File: config.mk
export PLATFORM = sky130hd
export DESIGN_NAME = pipeline_hazard_ctrl
export DESIGN_NICKNAME = d
export VERILOG_FILES = /design/src/rtl/pipeline_hazard_ctrl.sv
export SDC_FILE = /design/constraint.sdc
export NUM_CORES = 1
export LEC_CHECK = 0
export BUFFER_PORTS_ARGS = -buffer_cell sky130_fd_sc_hd__buf_2
export CAP_MARGIN = 5
export CORE_AREA = 5 5 75 77
export DETAILED_ROUTE_END_ITERATION = 10
export DIE_AREA = 0 0 80 82
export GPL_TIMING_DRIVEN = 0
export PLACE_DENSITY_LB_ADDON = 0.25
export SYNTH_ARGS = -nofsm -noshare
export SYNTH_HDL_FRONTEND = slang
export SYNTH_SLANG_ARGS = --single-unit
export TNS_END_PERCENT = 30
File: constraint.sdc
create_clock -name hz_clk -period 3.23 [get_ports hz_clk]
set_clock_uncertainty 0.1 [all_clocks]
set_input_delay 0.1615 -clock hz_clk [delete_from_list [all_inputs] [get_ports hz_clk]]
set_output_delay 0.1615 -clock hz_clk [all_outputs]
set_load 0.02 [all_outputs]
File: src/rtl/pipeline_hazard_ctrl.sv
// Central hazard controller: load-use and multi-cycle ALU stalls, branch/external flush
// sequencing, rs1/rs2 forwarding selects and saturating stall/flush event counters.
module pipeline_hazard_ctrl #(
    parameter int AWIDTH      = 5,
    parameter int FLUSH_DEPTH = 2,
    parameter int CNT_WIDTH   = 16
) (
    input  logic                 hz_clk,
    input  logic                 hz_rst,
    input  logic                 hz_i_ce,
    input  logic                 hz_i_ext_stall,
    input  logic                 hz_i_ext_flush,
    input  logic                 hz_i_id_valid,
    input  logic [AWIDTH-1:0]    hz_i_id_rs1,
    input  logic [AWIDTH-1:0]    hz_i_id_rs2,
    input  logic [AWIDTH-1:0]    hz_i_ex_rd,
    input  logic                 hz_i_ex_we,
    input  logic                 hz_i_ex_load,
    input  logic [AWIDTH-1:0]    hz_i_mem_rd,
    input  logic                 hz_i_mem_we,
    input  logic [AWIDTH-1:0]    hz_i_wb_rd,
    input  logic                 hz_i_wb_we,
    input  logic                 hz_i_change_pc,
    input  logic                 hz_i_alu_busy,
    output logic                 hz_o_stall_if,
    output logic                 hz_o_stall_id,
    output logic                 hz_o_stall_ex,
    output logic                 hz_o_bubble_ex,
    output logic                 hz_o_flush_id,
    output logic                 hz_o_flush_ex,
    output logic [1:0]           hz_o_fwd_rs1,
    output logic [1:0]           hz_o_fwd_rs2,
    output logic [1:0]           hz_o_state,
    output logic [CNT_WIDTH-1:0] hz_o_stall_cnt,
    output logic [CNT_WIDTH-1:0] hz_o_flush_cnt
);

    localparam logic [1:0] ST_RUN      = 2'b00;
    localparam logic [1:0] ST_FLUSH    = 2'b01;
    localparam logic [1:0] ST_ALU_WAIT = 2'b10;

    localparam int RW = (FLUSH_DEPTH > 1) ? $clog2(FLUSH_DEPTH) : 1;
    localparam logic [RW-1:0]        REM_LOAD = RW'(FLUSH_DEPTH - 1);
    localparam logic [RW-1:0]        REM_ONE  = RW'(1);
    localparam logic [1:0]           ST_AFTER_FLUSH = (FLUSH_DEPTH > 1) ? ST_FLUSH : ST_RUN;
    localparam logic [CNT_WIDTH-1:0] CNT_MAX  = {CNT_WIDTH{1'b1}};
    localparam logic [CNT_WIDTH-1:0] CNT_ONE  = CNT_WIDTH'(1);
    localparam logic [AWIDTH-1:0]    REG_X0   = {AWIDTH{1'b0}};

    logic [1:0]           r_state;
    logic [RW-1:0]        r_remaining;
    logic [CNT_WIDTH-1:0] r_stall_cnt;
    logic [CNT_WIDTH-1:0] r_flush_cnt;

    logic [1:0]    w_state_nxt;
    logic [RW-1:0] w_remaining_nxt;
    logic          w_stall_if;
    logic          w_stall_id;
    logic          w_stall_ex;
    logic          w_bubble_ex;
    logic          w_flush_id;
    logic          w_flush_ex;
    logic          w_flush_event;
    logic          w_load_use;
    logic [1:0]    w_fwd_rs1;
    logic [1:0]    w_fwd_rs2;

    // MEM result is younger than WB, so it takes precedence; x0 is hardwired zero.
    function automatic logic [1:0] fwd_sel(
        input logic [AWIDTH-1:0] src,
        input logic [AWIDTH-1:0] mem_rd,
        input logic              mem_we,
        input logic [AWIDTH-1:0] wb_rd,
        input logic              wb_we
    );
        if ((src != REG_X0) && mem_we && (mem_rd == src)) begin
            return 2'b01;
        end else if ((src != REG_X0) && wb_we && (wb_rd == src)) begin
            return 2'b10;
        end else begin
            return 2'b00;
        end
    endfunction

    assign w_load_use = hz_i_id_valid & hz_i_ex_load & hz_i_ex_we & (hz_i_ex_rd != REG_X0) &
                        ((hz_i_ex_rd == hz_i_id_rs1) | (hz_i_ex_rd == hz_i_id_rs2));
    assign w_fwd_rs1  = fwd_sel(hz_i_id_rs1, hz_i_mem_rd, hz_i_mem_we, hz_i_wb_rd, hz_i_wb_we);
    assign w_fwd_rs2  = fwd_sel(hz_i_id_rs2, hz_i_mem_rd, hz_i_mem_we, hz_i_wb_rd, hz_i_wb_we);

    // Prioritised per-cycle control decision and next-state selection.
    always_comb begin
        w_state_nxt     = r_state;
        w_remaining_nxt = r_remaining;
        w_stall_if      = 1'b0;
        w_stall_id      = 1'b0;
        w_stall_ex      = 1'b0;
        w_bubble_ex     = 1'b0;
        w_flush_id      = 1'b0;
        w_flush_ex      = 1'b0;
        w_flush_event   = 1'b0;
        if (!hz_i_ce) begin
            w_stall_if = 1'b1;
            w_stall_id = 1'b1;
            w_stall_ex = 1'b1;
        end else if (hz_i_ext_flush) begin
            w_flush_id      = 1'b1;
            w_flush_ex      = 1'b1;
            w_flush_event   = 1'b1;
            w_state_nxt     = ST_AFTER_FLUSH;
            w_remaining_nxt = REM_LOAD;
        end else if (hz_i_alu_busy) begin
            w_stall_if      = 1'b1;
            w_stall_id      = 1'b1;
            w_stall_ex      = 1'b1;
            w_state_nxt     = ST_ALU_WAIT;
            w_remaining_nxt = {RW{1'b0}};
        end else if (hz_i_change_pc) begin
            w_flush_id      = 1'b1;
            w_flush_ex      = 1'b1;
            w_flush_event   = 1'b1;
            w_state_nxt     = ST_AFTER_FLUSH;
            w_remaining_nxt = REM_LOAD;
        end else begin
            case (r_state)
                ST_FLUSH: begin
                    // ID is being squashed, so a load-use match there is meaningless.
                    w_flush_id = 1'b1;
                    if (hz_i_ext_stall) begin
                        w_stall_if = 1'b1;
                        w_stall_id = 1'b1;
                        w_stall_ex = 1'b1;
                    end else begin
                        w_stall_if = 1'b0;
                    end
                    if (r_remaining <= REM_ONE) begin
                        w_state_nxt     = ST_RUN;
                        w_remaining_nxt = {RW{1'b0}};
                    end else begin
                        w_state_nxt     = ST_FLUSH;
                        w_remaining_nxt = r_remaining - REM_ONE;
                    end
                end
                ST_RUN, ST_ALU_WAIT: begin
                    w_state_nxt = ST_RUN;
                    if (w_load_use) begin
                        w_stall_if  = 1'b1;
                        w_stall_id  = 1'b1;
                        w_bubble_ex = 1'b1;
                    end else if (hz_i_ext_stall) begin
                        w_stall_if = 1'b1;
                        w_stall_id = 1'b1;
                        w_stall_ex = 1'b1;
                    end else begin
                        w_stall_if = 1'b0;
                    end
                end
                default: begin
                    w_state_nxt     = ST_RUN;
                    w_remaining_nxt = {RW{1'b0}};
                end
            endcase
        end
    end

    // State, flush countdown and saturating event counters; all frozen while ce=0.
    always_ff @(posedge hz_clk or posedge hz_rst) begin
        if (hz_rst) begin
            r_state     <= ST_RUN;
            r_remaining <= {RW{1'b0}};
            r_stall_cnt <= {CNT_WIDTH{1'b0}};
            r_flush_cnt <= {CNT_WIDTH{1'b0}};
        end else if (hz_i_ce) begin
            r_state     <= w_state_nxt;
            r_remaining <= w_remaining_nxt;
            if (w_stall_if && (r_stall_cnt != CNT_MAX)) begin
                r_stall_cnt <= r_stall_cnt + CNT_ONE;
            end
            if (w_flush_event && (r_flush_cnt != CNT_MAX)) begin
                r_flush_cnt <= r_flush_cnt + CNT_ONE;
            end
        end
    end

    assign hz_o_stall_if  = w_stall_if  & ~hz_rst;
    assign hz_o_stall_id  = w_stall_id  & ~hz_rst;
    assign hz_o_stall_ex  = w_stall_ex  & ~hz_rst;
    assign hz_o_bubble_ex = w_bubble_ex & ~hz_rst;
    assign hz_o_flush_id  = w_flush_id  & ~hz_rst;
    assign hz_o_flush_ex  = w_flush_ex  & ~hz_rst;
    assign hz_o_fwd_rs1   = hz_rst ? 2'b00 : w_fwd_rs1;
    assign hz_o_fwd_rs2   = hz_rst ? 2'b00 : w_fwd_rs2;
    assign hz_o_state     = r_state;
    assign hz_o_stall_cnt = r_stall_cnt;
    assign hz_o_flush_cnt = r_flush_cnt;

endmodule

==> metrics.md, run 1 <==
| Metric | Value |
|---|---|
| Outcome | `finished, violations left` |
| Failing checks | `negative hold slack` |
| Max_cap viols | `0` |
| Register area share after synthesis | `0.4060` |
| CP delay by family, top | `simple AND/OR/NAND/NOR gates` |
| Final Core Density | `0.5509` |
| Post-Syn Nets | `255` |
| Port bufs | `80` |
| Worst path bufs/invs | `0` |
| Die Span X | `80 µm` |
| Count of cell types in the netlist | `37` |
| Crit-path max FO | `8` |
| Bufs on Longest Clock Path | `2` |
| Max IR drop VDD | `between 0.3 and 0.4 mV` |
| CP cell instances | `ha_1, nand3_1, nor3_1, a21oi_2, nand3_1, nor2_1, nand3_1, xnor2_1` |
| Vias per cell | `roughly 4.8` |
| Power consumption | `1.388 mW` |
| First-pass DRT Iterations | `4` |
| Hold Slack | `-8.902 ps` |
| 1st-iter DRT viols | `76` |
| Hold violation count in the final report | `16` |
| First-pass GRT wire length | `8280 µm` |
| Largest net degree at the start of global routing | `20` |
| Total number of vias | `1795` |
| RSZ-0062 raised after global routing | `no` |
| Fin crit period | `2245 ps` |
| Die height | `about 82 µm` |
| WL final | `5015 µm` |
| Number of synthesized flops with an enable pin | `0` |
| Worst-margin pin slew | `roughly 800 ps` |
| Synth async-reset ratio | `1.000` |
| IO Pins | `81` |
| CP Launch Type | `flop` |
| Slew headroom | `0.4815` |
| Most used cell, CP | `nand3_1` |
| Synth-to-layout area growth | `29.97%` |
| Die footprint | `around 6600 µm²` |
| Grt total ovfl | `0` |
| Critical Path RT | `3300 ps` |
| Initial Util | `0.4238` |
| Synthesis Warnings | `0` |
| # diodes | `0` |
| Most used DFF post-synth | `dfrtp_1` |
| Detailed placement HPWL | `~4000 µm` |
| Sinks on Clock Net | `34` |
| Post-cts sizing count | `0` |
| CTS tree | `done` |
| Crit-path max cell delay | `420 ps` |
| Post-CTS Hold Fix Bufs | `0` |
| Antenna violations before repair | `0` |
| Hold WC Path Type | `in -> async` |
| H-Tree Depth | `2` |
| Worst setup EP type | `flop` |
| Setup Viol. Count Final | `0` |
| Final Max Slew Viols | `0` |
| Clock root buffer | `clkbuf_8` |
| #FFs+latches synth | `34` |
| Num rows | `26` |
| Syn Std Cell Area | `2096 µm²` |
| CP arrival | `2310 ps` |
| Routability congestion estimate | `0.7778` |
| PD cells | `slightly above 500 nW/µm²` |
| Final ANT Viol Nets | `0` |
| Total CTS buffers | `5` |
| Synth top area cells | `dfrtp_1 41%, xnor2_1 16%, xor2_1 8.4%` |
| Cells after synthesis | `216` |
| Period Utilization, post-route | `0.6949` |
| Worst path slowest cell | `dfrtp_1` |
| Residual DRC | `0` |
| Clock Latency Late Sink | `280 ps` |
| Drt wl/cell | `13.41 µm` |
| Number of global-route vias before repair | `1780` |
| Layout cells sized above 1 | `0.3388` |
| Setup CP Type | `reg -> reg` |
| Cell taking the most area after synthesis | `dfrtp_1` |
| CTS clk-pin slew, worst paths | `70 ps` |
| P_leak | `1.362 nW` |
| Final #Nets | `between 300 and 400` |
| Mean Syn Cell Area | `9.703 µm²` |
| Post-CTS setup buffers | `0` |
| Fmax | `about 450 MHz` |
| Total negative setup slack | `0 ps` |
| Yosys top cell area share | `0.4060` |
| All-Layer GR Usage | `0.1612` |
| Core Area | `~5000 µm²` |
## path summary, 6_finish.rpt
check	from	endpoint	slack [ps]	cells after the start
setup / recovery	hz_o_flush_cnt[0]	hz_o_flush_cnt[13]	990	8
hold / removal	hz_rst	hz_o_stall_cnt[4]	-9	2
setup reg to reg	hz_o_flush_cnt[0]	hz_o_flush_cnt[13]	990	8
hold reg to reg	hz_o_stall_cnt[10]	hz_o_stall_cnt[10]	390	1
max in group asynchronous	hz_rst	hz_o_flush_cnt[3]	2490	3
min in group hz_clk	hz_i_alu_busy	hz_o_state[1]	80	3
## layout by cell type (no fill, tap or decap), types with 2 or more instances in the layout
master | synthesis | routed
buf_2 | 0 | 80
xnor2_1 | 39 | 39
dfrtp_1 | 34 | 34
nand2_1 | 20 | 20
xor2_1 | 20 | 20
nor2_1 | 17 | 17
nand3_1 | 15 | 15
inv_1 | 8 | 8
nand4_1 | 8 | 8
nor4_1 | 7 | 7
clkbuf_8 | 0 | 6
nor3_1 | 5 | 5
a21oi_1 | 4 | 4
nor2b_1 | 4 | 4
and3_1 | 4 | 4
mux2_2 | 3 | 3
o21ai_0 | 2 | 2
nor3_2 | 2 | 2
or4_1 | 2 | 2
and2_1 | 2 | 2
ha_1 | 2 | 2
## through the flow
stage | instance area, µm² | instances | worst slack, ps | hold slack, ps
6_report | 2724 | 374 | 985.4 | -8.902
5_1_grt | 2724 | 374 | 735.7 | 40.81
4_1_cts | 2724 | 374 | 964.9 | 1.177
3_5_place_dp | 2611 | 367 | 999.4 | 313.9
3_3_place_gp | 2584 | 366 | 1049 | 356.0
2_1_floorplan | 2096 | 216 | 1132 | 160.3
## cells in the mapped netlist, drive strengths merged, types with 2 or more instances
cell and count:
a21oi 5, and2 2, and3 4, buf 3
dfrtp 34, ha 2, inv 8, mux2 3
nand2 21, nand3 15, nand4 9, nor2 17
nor2b 4, nor3 7, nor4 8, o21ai 2
o22ai 2, or4 2, xnor2 39, xor2 20
## cell families after synthesis
logic type,Yosys count,synth area share
AOI/OAI and AO/OA,14,0.05434
xor gates and xnor gates,59,0.2466
adders and majority gates,2,0.01194
buffers and inverters,11,0.02507
DFF,34,0.4060
muxes,3,0.01612
and+or+nand+nor,93,0.2400
## report_power, final
| part | switching (mW) | internal [mW] | total [mW] |
|---|---|---|---|
| Clock | 0.143 | 0.247 | 0.390 |
| Sequential | 0.0902 | 0.498 | 0.588 |
| Combinational | 0.238 | 0.171 | 0.409 |
| Total | 0.472 | 0.916 | 1.39 |
## layer usage
metal,track usage,up-vias,part of all wire
li1,-,910,-
met1,0.2048,834,0.44
met2,0.2724,47,0.49
met3,0.04057,4,0.061
met4,0.04561,0,0.0082
met5,0,-,0
## flip-flops by register name, indices dropped and copies added (netlist names)
name            flops
hz_o_stall_cnt     16
hz_o_flush_cnt     16
hz_o_state          2
## area by class of cell
type | instances | area, µm²
Tap cell | 70 | 87.58
Clock inverter | 1 | 30.03
Clock buffer | 6 | 82.58
Fill cell | 472 | 2221
Timing Repair Buffer | 81 | 427.9
Buffer | 3 | 22.52
Inverter | 8 | 30.03
Multi-Input combinational cell | 171 | 1192
Sequential cell | 34 | 850.8
Note: power is estimated with default switching activity, not from simulation.
==> run 2, diff against run 1 <==
Clock period 3.23 ns to 2.1 ns, I/O delays scaled along.
==> metrics.md, run 2 (same netlist as run 1, synthesis figures left out) <==
| Metric | Value |
|---|---|
| Hold WC Path Type | `in -> reg` |
| Multi-input combinational cell area | `approximately 1300 µm²` |
| RSZ-0062 raised after global routing | `yes` |
| 1st-iter DRT viols | `45` |
| Number of global-route vias before repair | `1833` |
| Filler cells | `roughly 450` |
| Die footprint | `6560 µm²` |
| P_leak | `approximately 1.4 nW` |
| Detailed placement HPWL | `4040 µm` |
| Area post-placement | `2611 µm²` |
| Max IR drop VDD | `just under 0.5 mV` |
| Most frequent cells in the layout | `80 x buf_2, 39 x xnor2_1, 33 x dfrtp_1` |
| Routability congestion estimate | `roughly 0.78` |
| H-Tree Depth | `2` |
| Clock Latency Late Sink | `between 200 and 300 ps` |
| Layout cells sized above 1 | `0.3905` |
| Most common library cell in the layout ignoring fill and taps | `buf_2` |
| Setup Viol. Count Final | `0` |
| Total number of vias | `1854` |
| Grt total ovfl | `0` |
| IO Pins | `about 80` |
| # diodes | `0` |
| Die height | `82 µm` |
| Die Span X | `roughly 80 µm` |
| Sequential Area | `852.1 µm²` |
| Synth-to-layout area growth | `37.19%` |
| Drt wl/cell | `13.55 µm` |
| Post-place setup slack | `-130.6 ps` |
| Clock power frac | `0.275` |
| Crit-path max FO | `3` |
| Num rows | `26` |
| Port bufs | `80` |
| Final Worst Setup Slack | `roughly 93 ps` |
| Fin area | `2875 µm²` |
| Hold violation count in the final report | `0` |
| Critical Path RT | `1890 ps` |
| Total CTS buffers | `5` |
| Slew headroom | `0.6259` |
| Largest net degree at the start of global routing | `20` |
| Bufs on Longest Clock Path | `2` |
| Initial Util | `0.4238` |
| Reg power frac | `0.418` |
| Sw Pwr | `around 0.75 mW` |
| Core Area | `around 5000 µm²` |
| All-Layer GR Usage | `0.1631` |
| CTS tree | `done` |
| Fin crit period | `2007 ps` |
| CP arrival | `1800 ps` |
| Max_cap viols | `0` |
| Switching part of the total power | `0.3443` |
| Final #Nets | `354` |
| WL final | `~5200 µm` |
| Clock root buffer | `clkbuf_8` |
| CTS clk-pin slew, worst paths | `60 ps` |
| Sinks on Clock Net | `34` |
| Period Utilization, post-route | `0.9559` |
| Power consumption | `2.190 mW` |
| PD cells | `761.7 nW/µm²` |
| Setup CP Type | `reg -> out` |
| Fmax | `around 500 MHz` |
| Worst setup EP type | `output pin` |
| Vias per cell | `around 4.8` |
| Worst-margin pin slew | `roughly 560 ps` |
| Residual DRC | `0` |
| First-pass DRT Iterations | `4` |
| First-pass GRT wire length | `8411 µm` |
| Outcome | `finished, final reports clean` |
| CP Launch Type | `flop` |
| Final ANT Viol Nets | `0` |
| Final Max Slew Viols | `0` |
| Cell-internal power | `1.436 mW` |
| Logic pwr share | `0.307` |
| Antenna violations before repair | `0` |
run 2: cell types whose count changed in the layout (fill, tap and decap cells not counted), moves of 2 or more:
cell / delta
a21oi_1: -2
inv_1: -2
nor2_4: +2
nor2_1: -2
buf_4: +10
a21oi_2: +2
nand3_1: -2
run 2: stage by stage:
stage,setup TNS (ps),cells,utilization,hold WS (ps)
6_report,0,385,0.5815,24.49
5_1_grt,-67.96,385,0.5815,35.25
4_1_cts,0,380,0.5628,16.33
3_5_place_dp,-867.5,367,0.5281,257.4
3_3_place_gp,-286.4,366,0.5225,299.5
2_1_floorplan,0,216,-,103.8
run 2: power groups by stage:
stage / Clock [mW] / Combinational (mW) / Sequential, mW
floorplan: 0 / 0.265 / 1.03
global placement: 0 / 0.623 / 0.911
detailed placement: 0 / 0.641 / 0.915
CTS: 0.619 / 0.654 / 0.905
global route: 0.646 / 0.746 / 0.938
finish: 0.602 / 0.672 / 0.916
run 2: worst max-delay path, cell delays in order (launching register included):
cell      delay, ps
dfrtp_1         400
inv_2            70
nand4_1         130
a21oi_2         170
nand3b_2        130
a21o_1          210
a21oi_2         160
buf_4           120
buf_2           150
run 2: final cells by class:
type | instances | share of cell area
inverter | 8 | 0.01175
timing repair buffer | 92 | 0.1784
sequential | 34 | 0.2963
multi-input combinational | 171 | 0.4360
buffer | 3 | 0.007833
clock inverter | 1 | 0.01044
clock buffer | 6 | 0.02872
tap | 70 | 0.03046
run 2: worst paths after layout:
kind / startpoint / endpoint / slack [ps] / cells after the start
max: hz_o_state[0] / hz_o_stall_if / 90 / 8
min: hz_i_alu_busy / hz_o_state[1] / 20 / 3
max reg2reg: hz_o_stall_cnt[6] / hz_o_stall_cnt[11] / 100 / 8
min reg2reg: hz_o_flush_cnt[15] / hz_o_flush_cnt[15] / 400 / 1
max in group asynchronous: hz_rst / hz_o_flush_cnt[3] / 1110 / 4
min in group asynchronous: hz_rst / hz_o_stall_cnt[4] / 380 / 3
run 2: what timing repair did:
action	in CTS	in global routing
setup endpoints to repair	14	25
endpoints found under the hold margin	16	0
hold buffers	1	0
setup buffers	5	5
gates resized for setup	4	11
pin swaps	2	3
run 2: routing by layer:
layer | wire, µm | track usage | part of all wire
met2 | 2588 | 0.2798 | 0.50
met3 | 305 | 0.04167 | 0.058
met4 | 41 | 0.04899 | 0.0079
met1 | 2282 | 0.2021 | 0.44
met5 | 0 | 0 | 0
